**src/rtl/if_stage_if.sv**
```systemverilog
// Fetch-stage bus: branch-predictor inputs, hazard hold, instruction-memory
// port and the IF/ID register outputs, grouped as one bundle.
interface if_stage_if;
   logic        stall;
   logic [31:0] bp_target;
   logic        bp_predict;
   logic        bp_flush;
   logic [31:0] imem_addr;
   logic [31:0] imem_rdata;
   logic [31:0] pc;
   logic [31:0] instr;
   logic [31:0] id_pc;
   logic [31:0] id_instr;
   logic        id_predict;
   logic        id_valid;
   logic [15:0] flush_count;

   // Fetch stage side
   modport slave (
      input  stall, bp_target, bp_predict, bp_flush, imem_rdata,
      output imem_addr, pc, instr, id_pc, id_instr, id_predict, id_valid,
             flush_count
   );

   // Surrounding pipeline / memory / predictor side
   modport master (
      output stall, bp_target, bp_predict, bp_flush, imem_rdata,
      input  imem_addr, pc, instr, id_pc, id_instr, id_predict, id_valid,
             flush_count
   );
endinterface

```
**src/rtl/if_stage.sv**
```systemverilog
// Instruction fetch stage: PC register, IF/ID pipeline register, flush
// counter and a one-cycle "discard next word" flag set by each flush.
module if_stage #(
   parameter logic [31:0] RESET_PC  = 32'h0000_0000,
   parameter logic [31:0] NOP_INSTR = 32'h0000_0013
) (
   input  logic       clk,
   input  logic       reset,
   if_stage_if.slave  bus
);

   logic [31:0] pc_q,          pc_d;
   logic [31:0] id_pc_q,       id_pc_d;
   logic [31:0] id_instr_q,    id_instr_d;
   logic        id_predict_q,  id_predict_d;
   logic        id_valid_q,    id_valid_d;
   logic        flush_pend_q,  flush_pend_d;
   logic [15:0] flush_count_q, flush_count_d;

   logic [31:0] target_aligned;
   assign target_aligned = {bus.bp_target[31:2], 2'b00};

   // Next-state selection: flush beats stall beats normal advance
   always_comb begin
      pc_d          = pc_q;
      id_pc_d       = id_pc_q;
      id_instr_d    = id_instr_q;
      id_predict_d  = id_predict_q;
      id_valid_d    = id_valid_q;
      flush_pend_d  = flush_pend_q;
      flush_count_d = flush_count_q;

      // Flushes are counted even when the pipeline is stalled
      if (bus.bp_flush) begin
         flush_count_d = flush_count_q + 16'd1;
      end

      if (bus.bp_flush) begin
         pc_d         = target_aligned;
         id_pc_d      = pc_q;
         id_instr_d   = NOP_INSTR;
         id_predict_d = 1'b0;
         id_valid_d   = 1'b0;
         flush_pend_d = 1'b1;
      end else if (!bus.stall) begin
         pc_d    = target_aligned;
         id_pc_d = pc_q;
         // The word fetched right after a redirect may still be wrong-path
         // because the predictor updates one cycle late; bubble it.
         if (flush_pend_q) begin
            id_instr_d   = NOP_INSTR;
            id_predict_d = 1'b0;
            id_valid_d   = 1'b0;
         end else begin
            id_instr_d   = bus.imem_rdata;
            id_predict_d = bus.bp_predict;
            id_valid_d   = 1'b1;
         end
         flush_pend_d = 1'b0;
      end
   end

   // State registers with synchronous reset overriding stall and flush
   always_ff @(posedge clk) begin
      if (reset) begin
         pc_q          <= RESET_PC;
         id_pc_q       <= RESET_PC;
         id_instr_q    <= NOP_INSTR;
         id_predict_q  <= 1'b0;
         id_valid_q    <= 1'b0;
         flush_pend_q  <= 1'b0;
         flush_count_q <= 16'd0;
      end else begin
         pc_q          <= pc_d;
         id_pc_q       <= id_pc_d;
         id_instr_q    <= id_instr_d;
         id_predict_q  <= id_predict_d;
         id_valid_q    <= id_valid_d;
         flush_pend_q  <= flush_pend_d;
         flush_count_q <= flush_count_d;
      end
   end

   assign bus.pc          = pc_q;
   assign bus.imem_addr   = pc_q;
   assign bus.instr       = bus.imem_rdata;
   assign bus.id_pc       = id_pc_q;
   assign bus.id_instr    = id_instr_q;
   assign bus.id_predict  = id_predict_q;
   assign bus.id_valid    = id_valid_q;
   assign bus.flush_count = flush_count_q;

endmodule

```
**src/flat_wrapper.sv**
```systemverilog
// flat-port wrapper written by rule: the top's interface ports become plain ports
module if_stage_flat 
#(
   parameter logic [31:0] RESET_PC  = 32'h0000_0000,
   parameter logic [31:0] NOP_INSTR = 32'h0000_0013
)
  (clk, reset, bus_stall, bus_bp_target, bus_bp_predict, bus_bp_flush, bus_imem_rdata, bus_imem_addr, bus_pc, bus_instr, bus_id_pc, bus_id_instr, bus_id_predict, bus_id_valid, bus_flush_count);
  if_stage_if bus_i ();
  input  logic clk;
  input  logic reset;
  input wire logic [$bits(bus_i.stall)-1:0] bus_stall;
  input wire logic [$bits(bus_i.bp_target)-1:0] bus_bp_target;
  input wire logic [$bits(bus_i.bp_predict)-1:0] bus_bp_predict;
  input wire logic [$bits(bus_i.bp_flush)-1:0] bus_bp_flush;
  input wire logic [$bits(bus_i.imem_rdata)-1:0] bus_imem_rdata;
  output wire logic [$bits(bus_i.imem_addr)-1:0] bus_imem_addr;
  output wire logic [$bits(bus_i.pc)-1:0] bus_pc;
  output wire logic [$bits(bus_i.instr)-1:0] bus_instr;
  output wire logic [$bits(bus_i.id_pc)-1:0] bus_id_pc;
  output wire logic [$bits(bus_i.id_instr)-1:0] bus_id_instr;
  output wire logic [$bits(bus_i.id_predict)-1:0] bus_id_predict;
  output wire logic [$bits(bus_i.id_valid)-1:0] bus_id_valid;
  output wire logic [$bits(bus_i.flush_count)-1:0] bus_flush_count;
  assign bus_i.stall = bus_stall;
  assign bus_i.bp_target = bus_bp_target;
  assign bus_i.bp_predict = bus_bp_predict;
  assign bus_i.bp_flush = bus_bp_flush;
  assign bus_i.imem_rdata = bus_imem_rdata;
  assign bus_imem_addr = bus_i.imem_addr;
  assign bus_pc = bus_i.pc;
  assign bus_instr = bus_i.instr;
  assign bus_id_pc = bus_i.id_pc;
  assign bus_id_instr = bus_i.id_instr;
  assign bus_id_predict = bus_i.id_predict;
  assign bus_id_valid = bus_i.id_valid;
  assign bus_flush_count = bus_i.flush_count;
  if_stage #(.RESET_PC(RESET_PC), .NOP_INSTR(NOP_INSTR)) u_core (.clk(clk), .reset(reset), .bus(bus_i));
endmodule
```
**config.mk**
```make
export PLATFORM = sky130hd
export DESIGN_NAME = if_stage_flat
export DESIGN_NICKNAME = d
export VERILOG_FILES = /design/src/rtl/if_stage_if.sv /design/src/rtl/if_stage.sv /design/src/flat_wrapper.sv
export SDC_FILE = /design/constraint.sdc
export NUM_CORES = 1
export LEC_CHECK = 0
export BUFFER_PORTS_ARGS = -buffer_cell sky130_fd_sc_hd__buf_4
export CAP_MARGIN = 30
export CORE_UTILIZATION = 48
export CTS_CLUSTER_SIZE = 12
export DETAILED_ROUTE_END_ITERATION = 6
export PLACE_DENSITY_LB_ADDON = 0.2
export SYNTH_ARGS = -nofsm -noshare
export SYNTH_HDL_FRONTEND = slang
export SYNTH_SLANG_ARGS = --single-unit
```
**constraint.sdc**
```tcl
create_clock -name clk -period 3.75 [get_ports clk]
set_input_delay 0.5625 -clock clk [delete_from_list [all_inputs] [get_ports clk]]
set_output_delay 0.5625 -clock clk [all_outputs]
set_load 0.05 [all_outputs]
```
==> flow_summary.yaml, run 1 <==
worst_setup_path:
  cp_cell_sequence: "buf_4 -> inv_1 -> nor2_4 -> buf_4 -> nand2_1 -> a21oi_1"
  required_ns: 4.03
  r2r_cells: 5
  crit_start: "bus_stall"
  crit_fanout: 60
  cp-end-kind: "flip-flop"
  r2r_slack_ns: 2.05
  start_kind: "primary input"
  crit-reg2reg-capture: "u_core.bus.flush_count[12]$_SDFFE_PP0P_"
  critPathMostFrequentCell: "buf_4"
  cp_slowest_stage_delay_ns: 0.50
  critPathArrivalTime_ns: 2.00
  path_class: "primary input to flip-flop"
  reg2reg_from: "u_core.bus.flush_count[0]$_SDFFE_PP0P_"
  slowest_stage: "buf_4"
power_and_ir_drop:
  power_mw: 2.527
  ir_drop_v: 0.0002408
  seqPwrFrac_pct: 50.0
  swShare_pct: 34.48
  power.leakage_nw: 2.762
  intPower_mw: 1.655
  power.share.clock_pct: 24.9
  p_sw_mw: 0.8713
  power_frac_comb_pct: 25.1
  p_per_area_mw_per_mm2: 423.5
timing:
  setup_viol: 0
  hold_viol_final: 0
  maxSlewHeadroom_pct: 60.13
  fin_skew_ns: 0.01370
  slew_viol_final: 0
  tightest_slew_ns: 0.5981
  tns_ns: 0
  hold_slack_ns: 0.4395
  finalCriticalPeriod_ns: 1.721
  clock.fmax_ghz: 0.5810
  rsz0062_at_grt: "false"
  period_share_pct: 45.90
die:
  die_height_um: 98.24
  dieArea_mm2: 0.009650
  start_util_pct: 50.24
  ios: 247
  die_w_um: 98.24
  coreArea_mm2: 0.008848
  core.rowCount: 34
yosys:
  syn_area_mm2: 0.004446
  yosys_warnings: 0
  ys_seq_elements: 111
  synth_edf_count: 0
  netlist.area_leader.share_pct: 49.99
  syn_area_per_cell_um2: 8.294
  synthArstFlopShare_pct: 0
  yosys.cell_count.top_type: "nand2_1"
  yosys-top-cells-area: "dfxtp_1, buf_4, nand2_1"
  syn_inst: 536
  ys_seq_area_share_pct: 49.99
  synth_top_area_cell: "dfxtp_1"
  yosys-top-cells-count: "nand2_1, dfxtp_1, buf_4"
  synthFlopType: "dfxtp_1"
  yosysUniqueCellTypes: 31
min_path:
  min_to: "u_core.bus.id_instr[26]$_SDFFE_PP0N_"
  hold_class: "primary input to flip-flop"
  whs_path_depth: 3
  worstHoldStart: "bus_imem_rdata[26]"
final_layout:
  nets: 762
  layout-drive-gt1-share_pct: 38.22
  syn_to_final_growth_pct: 34.20
  utilization_pct: 67.42
  stdcell_count: 804
  diodes: 0
drt:
  viasPerCell: 4.975
  totalWireLength_um: 11240
  wire_per_inst_um: 13.98
  num_vias: 4000
  detail_route.iter0.violations: 150
  drt-pass1-iter-count: 7
  antenna_left: 0
  drc: 15
job:
  timing.max_cap.violations: 0
grt:
  use_met2_pct: 38.41
  grt_use_met3_pct: 3.651
  antenna_found_initial: 0
  grt.overflow.total: 0
  track_usage_pct: 22.12
  grt_start_max_net_pins: 61
  grt.busiest_layer: "met2"
  first_global_vias: 3440
  met1_usage_pct: 28.09
  grt_pass1_wl_um: 17210
clock_network:
  cts_max_level: 3
  cts_buffer_depth: 2
  clock-root-buffer: "clkbuf_8"
  cts.clk_slew.worst_paths_ns: 0.10
  ctsResizeCount: 0
  clock_sinks: 111
  cts_setup_buffers: 0
  cts_buffers: 9
  holdBufCountCts: 0
  clock_latency_ns: 0.35
  cts_tree: "done"
place:
  dp_hpwl_um: 8302
  gp_congestion: 0.8015
  numPortBuffers: 238
  dp_cells: 789
run_status:
  status: "finished with violations"
  failed_checks: "DRC"
-- through the flow --
step / setup WS (ns) / area, µm²
after floorplan: 1.768 / 4464
after global placement: 1.648 / 5769
after detailed placement: 1.666 / 5804
after CTS: 2.043 / 5966
after global routing: 1.869 / 5966
final: 2.029 / 5966
-- cells by family (layout without fill, tap and decap cells) --
group	count (synthesis)	in the layout	share of synthesized area [%]
compound gates	99	99	13.00
xor+xnor	10	10	1.970
fa+ha+maj	1	1	0.2814
buf+inv	104	259	14.66
flops	111	111	49.99
mux	4	4	0.9850
other cells	1	6	0.08435
simple gates	206	206	19.03
-- worst max-delay path by stage --
stage | end | slack (ns) | cells after the start
finish | u_core.bus.id_pc[3]$_SDFFE_PP0P_ | 2.03 | 6
global route | u_core.bus.imem_addr[24]$_SDFFE_PP0P_ | 1.87 | 6
CTS | u_core.bus.id_pc[3]$_SDFFE_PP0P_ | 2.04 | 6
detailed placement | u_core.bus.id_pc[3]$_SDFFE_PP0P_ | 1.67 | 6
global placement | u_core.bus.imem_addr[9]$_SDFFE_PP0P_ | 1.65 | 4
floorplan | u_core.bus.flush_count[12]$_SDFFE_PP0P_ | 1.77 | 5
-- flip-flops by register name (all words and copies together) (netlist names) --
register and flops:
u_core.bus.id_instr 32, u_core.bus.id_pc 30, u_core.bus.id_predict 1, u_core.bus.flush_count 16
u_core.flush_pend_q 1, u_core.bus.imem_addr 30, u_core.bus.id_valid 1
-- final cells by class --
class                      instances  area [µm²]
clock buffer                      10       127.6
clock inverter                     5       33.78
fill                             744        2883
inverter                           2       7.507
multi-input combinational        326        1603
sequential                       111        2222
tap                              108       135.1
timing repair buffer             242        1837
-- power by group through the flow --
stage | clock network [mW] | registers [mW] | logic [mW]
2_1_floorplan | 0 | 1.45 | 0.315
3_3_place_gp | 0 | 1.29 | 0.625
3_5_place_dp | 0 | 1.29 | 0.635
4_1_cts | 0.646 | 1.26 | 0.636
5_1_grt | 0.690 | 1.27 | 0.662
6_report | 0.630 | 1.26 | 0.634
-- placed cells by master (no fill, tap or decap), types with 4 or more instances in the layout --
cell / Yosys / routed
nor2_1: 49 / 47
xnor2_1: 4 / 4
buf_4: 68 / 240
conb_1: 1 / 6
nand2_1: 129 / 129
dfxtp_1: 111 / 111
clkbuf_8: 0 / 9
nand4_1: 5 / 5
a21oi_1: 64 / 64
nand3_1: 5 / 5
xor2_1: 6 / 6
nor2b_1: 4 / 4
a22oi_1: 30 / 30
-- layer usage --
metal / vias to the layer above / wire length [µm] / part of all wire (%)
met5: - / 0 / 0
met4: 0 / 155 / 1.4
met3: 15 / 574 / 5.1
met2: 116 / 5693 / 51
met1: 1877 / 4817 / 43
li1: 1992 / - / -
-- critical path: cells and delay by family --
kind / cells / cell delay [ns]
compound gates: 1 / 0.15
buf+inv: 3 / 1.01
simple gates: 2 / 0.25
Power figures use the tool's default switching activity.
==> inputs of run 2 (changes only) <==
CORE_UTILIZATION = 44   (was 48)
clock period = 1.8 ns   (was 3.75 ns; I/O delays follow)
==> flow_summary.yaml, run 2 (synthesis results as in run 1) <==
run_status:
  status: "complete, no violations"
drt:
  viasPerCell: 4.830
  detail_route.iter0.violations: 149
  totalWireLength_um: 10920
  met3_length_um: 605
  antenna_left: 0
  drc: 0
  met1Wirelength_um: 4513
  wl_met2_um: 5735
  wire_per_inst_um: 13.10
  num_vias: 4028
  top_layer: "met4"
  drt-pass1-iter-count: 4
clock_network:
  clock_latency_ns: 0.35
  clock_sinks: 111
  cts_buffers: 9
  cts_setup_buffers: 0
  holdBufCountCts: 0
  cts_buffer_depth: 2
  cts_tree: "done"
  clock-root-buffer: "clkbuf_8"
  ctsResizeCount: 0
  cts.clk_slew.worst_paths_ns: 0.11
  cts_max_level: 3
power_and_ir_drop:
  p_per_area_mw_per_mm2: 899.8
  power.leakage_nw: 2.822
  ir_drop_v: 0.0006280
final_layout:
  seqCellArea_mm2: 0.002230
  nFillCells: 862
  multi_input_area_mm2: 0.001603
  utilization_pct: 62.56
  layout-drive-gt1-share_pct: 39.66
  largest_reg_flops: 32
  syn_to_final_growth_pct: 37.55
  diodes: 0
  final_cell_mix: "buf_4, nand2_1, dfxtp_1, a21oi_1, nor2_1"
  final_common_cell: "buf_4"
  nets: 766
grt:
  grt_start_max_net_pins: 74
  antenna_found_initial: 0
  grt.overflow.total: 0
  grt_pass1_wl_um: 16520
  track_usage_pct: 19.90
  first_global_vias: 3458
worst_setup_path:
  r2r_slack_ns: 0.27
  cp-end-kind: "flip-flop"
  start_kind: "flip-flop"
  slowest_stage: "or4_1"
  crit_buf_inv: 0
  cp_slowest_stage_delay_ns: 0.55
  crit-reg2reg-capture: "u_core.bus.flush_count[12]$_SDFFE_PP0P_"
  crit_start: "u_core.bus.flush_count[8]$_SDFFE_PP0P_"
  cp_cell_sequence: "nand4_2 -> or4_1 -> xnor2_1 -> nor2b_1"
  required_ns: 2.03
  r2r_cells: 4
  path_depth: 4
  critPathArrivalTime_ns: 1.76
  crit_fanout: 4
  endpoint: "u_core.bus.flush_count[12]$_SDFFE_PP0P_"
  critPathTopFamily: "simple AND/OR/NAND/NOR gates"
  reg2reg_from: "u_core.bus.flush_count[8]$_SDFFE_PP0P_"
  path_class: "flip-flop to flip-flop"
timing:
  tightest_slew_ns: 0.5841
  maxSlewHeadroom_pct: 61.06
  period_share_pct: 84.85
  fin_skew_ns: 0.01154
  slew_viol_final: 0
  setup_viol: 0
  tns_ns: 0
  clock.fmax_ghz: 0.6548
  rsz0062_at_grt: "false"
  hold_viol_final: 0
  finalCriticalPeriod_ns: 1.527
die:
  dieArea_mm2: 0.01051
  core.rowCount: 36
  die_height_um: 102.5
  die_w_um: 102.5
  start_util_pct: 45.48
  coreArea_mm2: 0.009774
  ios: 247
min_path:
  hold_class: "primary input to flip-flop"
place:
  dp_hpwl_um: 8149
  gp_congestion: 0.7955
  numPortBuffers: 238
job:
  timing.max_cap.violations: 0
run 2: changes by cell type in the layout (fill, tap and decap cells not counted), sizes merged:
| cell | previous run | this run |
|---|---|---|
| clkinvlp | 2 | 0 |
| bufinv | 0 | 1 |
| buf | 242 | 246 |
| clkbuf | 10 | 11 |
| clkinv | 2 | 3 |
run 2: stage by stage:
| stage | power [mW] | worst slack (ns) | instance area [µm²] | hold WS, ns | cells |
|---|---|---|---|---|---|
| finish | 5.502 | 0.2728 | 6115 | 0.1473 | 834 |
| global route | 5.745 | 0.1447 | 6115 | 0.1320 | 834 |
| CTS | 5.561 | 0.2583 | 6115 | 0.1317 | 834 |
| detailed placement | 4.028 | 0.2474 | 5898 | 0.4441 | 818 |
| global placement | 4.005 | 0.09950 | 5883 | 0.4396 | 817 |
| floorplan | 3.669 | 0.01926 | 4472 | 0.4052 | 541 |
run 2: layout make-up:
cell class | count | area share, %
Tap cell | 133 | 2.722
Timing Repair Buffer | 246 | 30.94
Clock buffer | 11 | 2.476
Clock inverter | 5 | 1.064
Sequential cell | 111 | 36.46
Multi-Input combinational cell | 326 | 26.21
Inverter | 2 | 0.1228
run 2: worst min-delay path by stage:
stage / start / endpoint / slack [ns] / depth (start not counted)
after floorplan: bus_imem_rdata[0] / u_core.bus.id_instr[0]$_SDFFE_PP1N_ / 0.41 / 2
after global placement: u_core.bus.id_pc[19]$_SDFFE_PP0P_ / u_core.bus.id_pc[19]$_SDFFE_PP0P_ / 0.44 / 2
after CTS: bus_imem_rdata[23] / u_core.bus.id_instr[23]$_SDFFE_PP0N_ / 0.13 / 3
after detailed placement: u_core.bus.id_pc[29]$_SDFFE_PP0P_ / u_core.bus.id_pc[29]$_SDFFE_PP0P_ / 0.44 / 2
final: bus_imem_rdata[30] / u_core.bus.id_instr[30]$_SDFFE_PP0N_ / 0.15 / 3
after global routing: bus_imem_rdata[28] / u_core.bus.id_instr[28]$_SDFFE_PP0N_ / 0.13 / 3
run 2: power breakdown:
part,internal [mW],switching (mW)
combinational,0.408,0.923
clock,0.733,0.806
sequential,2.55,0.0771
run 2: worst reg2reg max path, cell delays in order, from the launching register on:
cell	delay (ns)
dfxtp_1	0.44
nand4_2	0.17
or4_1	0.55
xnor2_1	0.13
nor2b_1	0.12
run 2: layer usage:
metal	track usage, %	vias to the layer above
met1	24.60	1885
met2	35.49	130
li1	-	2007
met4	3.407	0
met5	0	-
met3	4.814	6
==> inputs of run 3 (changes only) <==
CORE_UTILIZATION = 40   (was 44)
clock period = 1.3 ns   (was 1.8 ns; I/O delays follow)
==> flow_summary.yaml, run 3 (synthesis results as in run 1) <==
run_status:
  status: "finished with violations"
  failed_checks: "setup timing"
power_and_ir_drop:
  power.leakage_nw: 2.971
  ir_drop_v: 0.0005531
  p_per_area_mw_per_mm2: 1176
  power_mw: 7.532
clock_network:
  cts_tree: "done"
  holdBufCountCts: 0
  clock_sinks: 111
  clock-root-buffer: "clkbuf_8"
  clock_latency_ns: 0.37
  cts_max_level: 3
  cts_buffers: 9
  cts_buffer_depth: 2
  cts.clk_slew.worst_paths_ns: 0.10
timing:
  hold_viol_final: 0
  maxSlewHeadroom_pct: 59.91
  slew_viol_final: 0
  finalCriticalPeriod_ns: 1.386
  tightest_slew_ns: 0.6013
  clock.fmax_ghz: 0.7216
  layout_setup_ws_ns: -0.08576
  period_share_pct: 106.6
  rsz0062_at_grt: "true"
  fin_skew_ns: 0.009612
  setup_viol: 2
drt:
  viasPerCell: 4.753
  drc: 0
  drt-pass1-iter-count: 4
  num_vias: 4097
  antenna_left: 0
  detail_route.iter0.violations: 203
  wire_per_inst_um: 13.66
  totalWireLength_um: 11780
worst_setup_path:
  reg2reg_from: "u_core.bus.flush_count[1]$_SDFFE_PP0P_"
  critPathArrivalTime_ns: 1.64
  endpoint: "u_core.bus.flush_count[12]$_SDFFE_PP0P_"
  crit_fanout: 2
  required_ns: 1.56
  r2r_slack_ns: -0.09
  start_kind: "flip-flop"
  crit_start: "u_core.bus.flush_count[1]$_SDFFE_PP0P_"
  cp-end-kind: "flip-flop"
  r2r_cells: 5
  crit-reg2reg-capture: "u_core.bus.flush_count[12]$_SDFFE_PP0P_"
  path_class: "flip-flop to flip-flop"
final_layout:
  stdcell_count: 862
  largest_reg_flops: 32
  diodes: 0
  final_cell_mix: "buf_4, nand2_1, dfxtp_1, a21oi_1, nor2_1"
  layout-drive-gt1-share_pct: 43.91
  final_common_cell: "buf_4"
  syn_to_final_growth_pct: 44.02
  nets: 787
die:
  dieArea_mm2: 0.01154
  coreArea_mm2: 0.01084
  ios: 247
  core.rowCount: 38
  start_util_pct: 41.01
  die_w_um: 107.4
  die_height_um: 107.4
min_path:
  hold_class: "primary input to flip-flop"
  worstHoldStart: "bus_bp_predict"
grt:
  grt_start_max_net_pins: 63
  track_usage_pct: 19.86
  antenna_found_initial: 0
  grt_pass1_wl_um: 18020
  first_global_vias: 3671
  grt.overflow.total: 0
place:
  dp_cells: 845
  numPortBuffers: 238
  gp_congestion: 0.8229
  dp_hpwl_um: 8602
job:
  timing.max_cap.violations: 0
==> run 3: cell types whose count changed in the layout (fill, tap and decap cells not counted), sizes merged <==
cell / before / now
inv: 3 / 2
clkbuf: 11 / 13
buf: 246 / 267
bufinv: 1 / 0
==> run 3: per-layer routing <==
layer,vias to the layer above,share of wire (%),track usage (%)
li1,2050,-,-
met1,1903,42,23.97
met2,124,50,34.24
met3,20,4.8,3.329
met4,0,2.3,9.491
met5,-,0,0
==> run 3: cell type report <==
type	instances	area, µm²
fill	990	4438
clock inverter	3	15.01
tap	140	175.2
clock buffer	13	178.9
timing repair buffer	267	2077
inverter	2	7.507
sequential	111	2270
multi-input combinational	326	1679
==> run 3: what timing repair did <==
item / CTS / global route
endpoints found under the setup margin: 5 / 8
cloned: 0 / 0
resized for setup: 3 / 10
hold endpoints to repair: 0 / 0
buffers inserted: 0 / 1
pin swaps: 2 / 4
==> run 3: critical path, cell delays in order (launching register included) <==
cell	delay, ns
dfxtp_4	0.37
ha_4	0.14
inv_2	0.03
or4_4	0.47
xnor2_1	0.14
nor2b_1	0.13
==> run 3: how the worst min path moves through the flow <==
stage	end	slack, ns	cells past startpoint
after floorplan	u_core.bus.id_instr[0]$_SDFFE_PP1N_	0.33	2
final	u_core.bus.id_predict$_SDFFE_PP0N_	0.05	3
after detailed placement	u_core.bus.id_predict$_SDFFE_PP0N_	0.44	3
after global routing	u_core.bus.id_instr[27]$_SDFFE_PP0N_	0.05	3
after CTS	u_core.bus.id_predict$_SDFFE_PP0N_	0.03	3
after global placement	u_core.bus.id_predict$_SDFFE_PP0N_	0.43	3
==> run 3: report_power, final <==
group	switching, mW	total [mW]	internal, mW
clock network	1.12	2.02	0.899
registers	0.105	3.62	3.51
logic	1.30	1.89	0.589
==> run 3: through the flow <==
step | hold slack, ns | area [µm²] | setup TNS [ns] | setup WS [ns] | utilization (%)
after floorplan | 0.3302 | 4544 | -0.2224 | -0.2182 | -
after global placement | 0.4287 | 6127 | -7.559 | -0.2581 | 56.52
after detailed placement | 0.4410 | 6142 | -1.574 | -0.08939 | 56.66
after CTS | 0.03368 | 6347 | -0.2895 | -0.07499 | 58.55
after global routing | 0.04776 | 6402 | -0.3885 | -0.1314 | 59.06
final | 0.05189 | 6402 | -0.09181 | -0.08576 | 59.06
